`src/rtl/cache_line_fill_mem_if.sv`:
```
// Bus between the cache controller (master) and the line-fill memory (slave).
// CACHE_MEM_WRITE_EN adds the single-word write port.
interface cache_line_fill_mem_if #(
  parameter int ADDR_W      = 15,
  parameter int DATA_W      = 32,
  parameter int BLOCK_WORDS = 4
);
  logic                          req;
  logic [ADDR_W-1:0]             addr;
  logic                          busy;
  logic                          blk_valid;
  logic [BLOCK_WORDS*DATA_W-1:0] line_out;
`ifdef CACHE_MEM_WRITE_EN
  logic                          wr_en;
  logic [ADDR_W-1:0]             wr_addr;
  logic [DATA_W-1:0]             wr_data;

  modport master (output req, addr, wr_en, wr_addr, wr_data,
                  input  busy, blk_valid, line_out);
  modport slave  (input  req, addr, wr_en, wr_addr, wr_data,
                  output busy, blk_valid, line_out);
`else
  modport master (output req, addr, input busy, blk_valid, line_out);
  modport slave  (input req, addr, output busy, blk_valid, line_out);
`endif
endinterface

```
`src/rtl/cache_line_fill_mem.sv`:
```
// Main-memory line-fill stage: fixed access latency, then a one-word-per-cycle burst.
// Define CACHE_MEM_WRITE_EN to compile in the single-word write port.
//
// state   | meaning
// S_IDLE  | waiting for req (or a write when the write port exists)
// S_WAIT  | access latency countdown, LATENCY cycles
// S_BURST | one word per cycle into line_buf
// S_DONE  | blk_valid pulse, line_out holds the new line
module cache_line_fill_mem #(
  parameter int ADDR_W      = 15,
  parameter int DATA_W      = 32,
  parameter int BLOCK_WORDS = 4,
  parameter int LATENCY     = 4
) (
  input logic                  clk,
  input logic                  rst,
  cache_line_fill_mem_if.slave bus
);
  localparam int IDX_W = $clog2(BLOCK_WORDS);
  localparam int CNT_W = $clog2(LATENCY + 1);

  typedef enum logic [1:0] {S_IDLE, S_WAIT, S_BURST, S_DONE} state_t;

  state_t            state;
  logic [CNT_W-1:0]  cnt;
  logic [IDX_W-1:0]  idx;
  logic [ADDR_W-1:0] base;
  logic [ADDR_W-1:0] rd_addr;
  logic [DATA_W-1:0] rd_data;
  logic [DATA_W-1:0] line_buf [BLOCK_WORDS];
  logic              busy_q;
  logic              valid_q;
  logic              wr_fire;

  assign rd_addr = base + ADDR_W'(idx);

`ifdef CACHE_MEM_WRITE_EN
  // Power-up contents are mem[a] = a; a word reads from the array only once written.
  logic [DATA_W-1:0]      mem [2**ADDR_W];
  logic [2**ADDR_W-1:0]   written;

  assign wr_fire = (state == S_IDLE) && bus.wr_en;

  always_ff @(posedge clk) begin
    if (wr_fire) mem[bus.wr_addr] <= bus.wr_data;
  end

  always_ff @(posedge clk or negedge rst) begin
    if (!rst)         written <= '0;
    else if (wr_fire) written[bus.wr_addr] <= 1'b1;
  end

  assign rd_data = written[rd_addr] ? mem[rd_addr] : DATA_W'(rd_addr);
`else
  assign wr_fire = 1'b0;
  assign rd_data = DATA_W'(rd_addr);
`endif

  always_ff @(posedge clk or negedge rst) begin
    if (!rst) begin
      state   <= S_IDLE;
      cnt     <= '0;
      idx     <= '0;
      base    <= '0;
      busy_q  <= 1'b0;
      valid_q <= 1'b0;
      for (int i = 0; i < BLOCK_WORDS; i++) line_buf[i] <= '0;
    end else begin
      valid_q <= 1'b0;
      case (state)
        S_IDLE: begin
          if (!wr_fire && bus.req) begin
            base   <= bus.addr & ~ADDR_W'(BLOCK_WORDS - 1);
            cnt    <= CNT_W'(LATENCY - 1);
            busy_q <= 1'b1;
            state  <= S_WAIT;
          end
        end
        S_WAIT: begin
          if (cnt == '0) begin
            idx   <= '0;
            state <= S_BURST;
          end else begin
            cnt <= cnt - CNT_W'(1);
          end
        end
        S_BURST: begin
          line_buf[idx] <= rd_data;
          idx           <= idx + IDX_W'(1);
          if (idx == IDX_W'(BLOCK_WORDS - 1)) begin
            valid_q <= 1'b1;
            state   <= S_DONE;
          end
        end
        S_DONE: begin
          busy_q <= 1'b0;
          state  <= S_IDLE;
        end
        default: state <= S_IDLE;
      endcase
    end
  end

  assign bus.busy      = busy_q;
  assign bus.blk_valid = valid_q;

  for (genvar g = 0; g < BLOCK_WORDS; g++) begin : g_line
    assign bus.line_out[g*DATA_W +: DATA_W] = line_buf[g];
  end
endmodule

```
`src/flat_wrapper.sv`:
```
// flat-port wrapper written by rule: the top's interface ports become plain ports
module cache_line_fill_mem_flat 
#(
  parameter int ADDR_W      = 15,
  parameter int DATA_W      = 32,
  parameter int BLOCK_WORDS = 4,
  parameter int LATENCY     = 4
)
  (clk, rst, bus_req, bus_addr, bus_busy, bus_blk_valid, bus_line_out);
  cache_line_fill_mem_if #(.ADDR_W(ADDR_W), .DATA_W(DATA_W), .BLOCK_WORDS(BLOCK_WORDS)) bus_i ();
  input logic clk;
  input logic rst;
  input wire logic [$bits(bus_i.req)-1:0] bus_req;
  input wire logic [$bits(bus_i.addr)-1:0] bus_addr;
  output wire logic [$bits(bus_i.busy)-1:0] bus_busy;
  output wire logic [$bits(bus_i.blk_valid)-1:0] bus_blk_valid;
  output wire logic [$bits(bus_i.line_out)-1:0] bus_line_out;
  assign bus_i.req = bus_req;
  assign bus_i.addr = bus_addr;
  assign bus_busy = bus_i.busy;
  assign bus_blk_valid = bus_i.blk_valid;
  assign bus_line_out = bus_i.line_out;
  cache_line_fill_mem #(.ADDR_W(ADDR_W), .DATA_W(DATA_W), .BLOCK_WORDS(BLOCK_WORDS), .LATENCY(LATENCY)) u_core (.clk(clk), .rst(rst), .bus(bus_i));
endmodule
```
`config.mk`:
```
export PLATFORM = sky130hd
export DESIGN_NAME = cache_line_fill_mem_flat
export DESIGN_NICKNAME = d
export VERILOG_FILES = /design/src/rtl/cache_line_fill_mem_if.sv /design/src/rtl/cache_line_fill_mem.sv /design/src/flat_wrapper.sv
export SDC_FILE = /design/constraint.sdc
export NUM_CORES = 1
export LEC_CHECK = 0
export ABC_AREA = 1
export BUFFER_PORTS_ARGS = -buffer_cell sky130_fd_sc_hd__buf_2
export CAP_MARGIN = 40
export CORE_ASPECT_RATIO = 1.4
export CORE_MARGIN = 4
export CORE_UTILIZATION = 50
export CTS_CLUSTER_SIZE = 30
export DETAILED_ROUTE_END_ITERATION = 10
export GPL_TIMING_DRIVEN = 1
export PLACE_DENSITY = 0.86
export SLEW_MARGIN = 20
export SYNTH_ARGS = -nofsm -noshare
export SYNTH_HDL_FRONTEND = slang
export SYNTH_SLANG_ARGS = --single-unit
```
`constraint.sdc`:
```
create_clock -name clk -period 1.7 [get_ports clk]
set_input_delay 0.34 -clock clk [delete_from_list [all_inputs] [get_ports clk]]
set_output_delay 0.34 -clock clk [all_outputs]
set_load 0.1 [all_outputs]
```
==> results of run 1 <==
## worst min-delay path: cells and delay by family
| family | cells | cell delay, ns |
|---|---|---|
| AOI/OAI and AO/OA | 1 | 0.04 |
| and+or+nand+nor | 1 | 0.05 |
| buffers and inverters | 1 | 0.07 |
## synthesized netlist by cell type
cell	count
conb_1	1
nor2_2	2
o211ai_1	2
nand3_2	2
buf_6	14
ha_1	10
nand4_1	2
nor2_1	3
nand2_2	2
inv_1	27
o21ai_1	5
nand3_1	6
buf_4	70
o21ai_2	65
o21ai_0	4
nand2_4	4
nand2_1	94
dfrtp_1	82
inv_4	1
## state kept, by name, summed over array words and instances, names as in the netlist
signal / flops
u_core.bus.line_out: 60
u_core.base: 13
u_core.cnt: 3
u_core.idx: 2
u_core.state: 2
u_core.bus.blk_valid: 1
u_core.bus.busy: 1
## routing by layer
layer / wire (um) / part of all wire, %
met5: 0 / 0
met4: 122 / 1.6
met3: 642 / 8.2
met2: 3940 / 51
met1: 3090 / 40
## path summary, 6_finish.rpt
check / cells after the start / from / end
min in group asynchronous: 2 / rst / u_core.bus.line_out[78]
setup reg to reg: 6 / u_core.state[0] / u_core.bus.line_out[5]
max in group asynchronous: 3 / rst / u_core.bus.line_out[105]
hold / removal: 3 / bus_addr[13] / u_core.base[13]
setup / recovery: 6 / u_core.state[0] / u_core.bus.line_out[5]
hold reg to reg: 2 / u_core.bus.line_out[110] / u_core.bus.line_out[110]
## area by class of cell
type / count / area share [%]
Clock buffer: 12 / 3.43
Timing Repair Buffer: 91 / 12.0
Tap cell: 100 / 2.76
Sequential cell: 82 / 45.3
Multi-Input combinational cell: 269 / 33.3
Clock inverter: 2 / 0.829
Inverter: 28 / 2.38
## metrics by stage
stage / area, um^2 / cells
after floorplan: 4350 / 463
after global placement: 4330 / 569
after detailed placement: 4330 / 569
after CTS: 4530 / 584
after global routing: 4530 / 584
final: 4530 / 584
## kinds of logic after synthesis
| group | synth area share [%] |
|---|---|
| other | 0.0915 |
| AOI/OAI and AO/OA | 15.4 |
| and+or+nand+nor | 12.1 |
| DFF | 50.1 |
| buffers and inverters | 19.3 |
| adders and majority gates | 3.05 |
## layout by cell type (no fill, tap or decap), types with 6 or more instances in the layout
cell type  synthesis  final
buf_2              0     76
buf_4             70     10
clkbuf_8           0     11
conb_1             1     68
dfrtp_1           82     82
ha_1              10     10
inv_1             27     27
nand2_1           94     94
nand3_1            6      6
o21ai_2           65     65
==> impl_metrics.toml, run 1 <==
[die]
ios = 148
dieHeight_um = 115
dieArea_um2 = 9730
rows = 38
start_util_pct = 51.9
dieWidth_um = 84.5
core_area_um2 = 7890

[yosys]
synth_top_cell_by_area = "dfrtp_1"
syn_area_per_cell_um2 = 10.3
syn_area_um2 = 4100
yosysUniqueCellTypes = 19
synthTopCellsByArea = "dfrtp_1 50%, o21ai_2 14%, buf_4 13%, nand2_1 8.6%, buf_6 3.8%"
yosys.area.top_type_share_pct = 50.1
yosys_warnings = 0
ys_seq_elements = 82
yosysSeqAreaShare_pct = 50.1
netlist_instances = 396

[critical_path]
worstSetupEndpointType = "flop"
cpLargestDelayFamily = "simple AND/OR/NAND/NOR gates"
crit_path_top_delay_cell = "dfrtp_1"
crit_fanout = 30
arrival_ns = 1.79
required_ns = 1.98
crit_chain = "inv_1, ha_1, buf_4, nand2_4, nand2_1, o21ai_2"
critPathLaunchType = "flop"
worstSetupPathType = "reg -> reg"
crit_buf_inv = 2
r2r_slack_ns = 0.19
slowest_delay_ns = 0.41

[detailed_routing]
via_per_inst = 4.58
drt_pass1_iterations = 4
wl_um = 7800
drt-wirelength-per-cell_um = 13.3
drc = 0
postRouteAntennaNets = 0
drt-initial-drc-count = 137
via_count = 2674

[job]
drv_cap = 0

[sta]
setup_slack_ns = 0.190
fin_setup_tns_ns = 0
hold_viol = 0
whs_ns = 0.181
fin_crit_sh_pct = 88.8
period_minus_slack_ns = 1.51
rsz0062_at_grt = "no"
fin_skew_ns = 0.00934
fmax_mhz = 662
setup_viol = 0
slew_viol_final = 0

[global_routing]
grt_usage_pct = 16.4
use_met3_pct = 4.59
grt_max_degree = 32
grt_pass1_wl_um = 12400
grt_overflow_total = 0
antenna_found_initial = 0
use_met2_pct = 27.7
first_global_vias = 2513
grt_busiest_layer = "met2"
use_met1_pct = 19.7

[clock_tree]
clock_latency_ns = 0.36
cts_buffers = 9
clock_tree.root_cell = "clkbuf_8"
cts_sinks = 82
hold_buffers = 1
cts_resized = 0
clkSlewWorstSetupHoldPaths_ns = 0.08
tritoncts = "done"
htreeDepth = 3
post_cts_buffers = 0
cts_max_path_buffers = 2

[layout]
final-seq-area_um2 = 2050
drive_gt1_share_pct = 37.0
num_antenna_cells = 0
area_growth_pct = 10.5
fillCellCount = 682
final_nets = 509
multi_input_area_um2 = 1510
finalCoreUtilization_pct = 57.4

[outcome]
status = "completed"

[place]
dp_slack_ns = 0.222
place_congestion = 0.741
dp_hpwl_um = 5750
numPortBuffers = 77

[hold_path]
hp-class = "in -> reg"
Power of run 1 is not shown: default switching activity piles up to over one toggle a cycle in this logic, so the estimate is an artifact.
==> inputs of run 2 (changes only) <==
--- a/config.mk
+++ b/config.mk
@@ -6,11 +6,14 @@
 export NUM_CORES = 1
 export LEC_CHECK = 0
 export ABC_AREA = 1
+export ABC_CLOCK_PERIOD_IN_PS = 1700
 export BUFFER_PORTS_ARGS = -buffer_cell sky130_fd_sc_hd__buf_2
 export CAP_MARGIN = 40
+export CELL_PAD_IN_SITES_DETAIL_PLACEMENT = 1
+export CELL_PAD_IN_SITES_GLOBAL_PLACEMENT = 2
 export CORE_ASPECT_RATIO = 1.4
 export CORE_MARGIN = 4
-export CORE_UTILIZATION = 50
+export CORE_UTILIZATION = 30
 export CTS_CLUSTER_SIZE = 30
 export DETAILED_ROUTE_END_ITERATION = 10
 export GPL_TIMING_DRIVEN = 1
==> run 2 against run 1 <==
  * Non-clock buffer count down 9
  * First-iteration DRC count down 23%
  * Clock skew down 0.0013 ns
  * Register-to-register slack worse by 0.09 ns
  * Cell area up 1.7%
  * Largest cell class unchanged
  * Flip-flop and latch count unchanged
  * Setup slack worse by 0.091 ns
  * Critical path depth down 1
  * Die area up 61%
  * Routed wire length up 16%
  * Cell count up 13%
==> impl_metrics.toml, run 2 (same netlist as run 1, synthesis figures left out) <==
[outcome]
status = "completed"

[detailed_routing]
drt-wirelength-per-cell_um = 13.7
postRouteAntennaNets = 0
drt_pass1_iterations = 4
drc = 0
via_count = 2697
via_per_inst = 4.09
drt-initial-drc-count = 105
wl_um = 9010

[critical_path]
critPathLaunchType = "flop"
slowest_delay_ns = 0.42
crit_path_top_delay_cell = "dfrtp_1"
required_ns = 1.90
crit_buf_inv = 1
arrival_ns = 1.81
worstSetupEndpointType = "flop"
crit_fanout = 30
cpLargestDelayFamily = "simple AND/OR/NAND/NOR gates"
crit_chain = "inv_1, ha_2, nand2_4, nand2_1, o21ai_2"
worstSetupPathType = "reg -> reg"

[layout]
fillCellCount = 1601
stdcell_area_um2 = 4610
drive_gt1_share_pct = 36.3
largest_register_ffs = 60
layout_commonest_cell = "nand2_1"
final_nets = 500
finalCoreUtilization_pct = 34.4
num_antenna_cells = 0
area_growth_pct = 12.4
final_cell_mix = "94 x nand2_1, 82 x dfrtp_1, 76 x buf_2"

[sta]
worst_pin_slew_ns = 0.518
whs_ns = 0.0335
hold_viol = 0
period_minus_slack_ns = 1.60
fin_skew_ns = 0.00800
rsz0062_at_grt = "yes"
relSlewSlack_pct = 65.7
fmax_mhz = 625
slew_viol_final = 0
setup_viol = 0
fin_crit_sh_pct = 94.2
setup_slack_ns = 0.0990

[clock_tree]
hold_buffers = 0
cts_buffers = 9
clkSlewWorstSetupHoldPaths_ns = 0.06
tritoncts = "done"
clock_tree.root_cell = "clkbuf_16"
clock_latency_ns = 0.33
cts_sinks = 82
htreeDepth = 3
cts_max_path_buffers = 2

[global_routing]
first_global_vias = 2839
grt_pass1_wl_um = 14700
antenna_found_initial = 0
grt_overflow_total = 0
grt_max_degree = 83
grt_usage_pct = 11.9

[place]
dpl_cell_area_um2 = 4330
place_congestion = 0.778
dp_slack_ns = -0.123
numPortBuffers = 77
dp_hpwl_um = 6400

[die]
dieHeight_um = 146
core_area_um2 = 13400
start_util_pct = 30.6
rows = 50
dieWidth_um = 107
dieArea_um2 = 15600
ios = 148

[job]
drv_cap = 0

[hold_path]
hp-class = "in -> async"
[run 2: changes by cell type in the layout (fill, tap and decap cells not counted), sizes merged]
cell         before  now
dlygate4sd3       1    0
bufinv            1    0
clkinv            0    2
buf              90   82
inv              28   29
[run 2: repair_timing]
action	in CTS	in global routing
endpoints found under the setup margin	45	11
gates resized for setup	1	0
setup buffers	0	0
[run 2: cell type report]
cell class                 instances  area (um^2)  share of cell area [%]
multi-input combinational        269         1510                    32.8
sequential                        82         2050                    44.5
clock buffer                      12          246                    5.35
tap                              182          228                    4.94
inverter                          28          108                    2.34
clock inverter                     4         26.3                   0.570
timing repair buffer              82          438                    9.51
[run 2: routing by layer]
metal  wire [um]  global-route usage [%]  share of wire, %
met5           0                       0                 0
met4         124                    4.03               1.4
met3         626                    3.63               6.9
met2        4630                    21.1                51
met1        3630                    13.4                40
[run 2: final timing paths]
kind / depth (start not counted) / slack, ns / endpoint / startpoint
setup / recovery: 5 / 0.1 / u_core.bus.line_out[39] / u_core.state[0]
hold / removal: 2 / 0.03 / u_core.bus.line_out[100] / rst
setup reg to reg: 5 / 0.1 / u_core.bus.line_out[39] / u_core.state[0]
hold reg to reg: 2 / 0.48 / u_core.cnt[1] / u_core.cnt[1]
max in group asynchronous: 2 / 1.31 / u_core.bus.line_out[74] / rst
min in group clk: 3 / 0.21 / u_core.base[10] / bus_addr[10]
[run 2: per-stage QoR]
step                cells  setup TNS (ns)
detailed placement    643           -4.14
global route          659          -0.104
global placement      643          -0.267
CTS                   659               0
floorplan             463               0
finish                659               0
Power of run 2 is left out for the same reason.
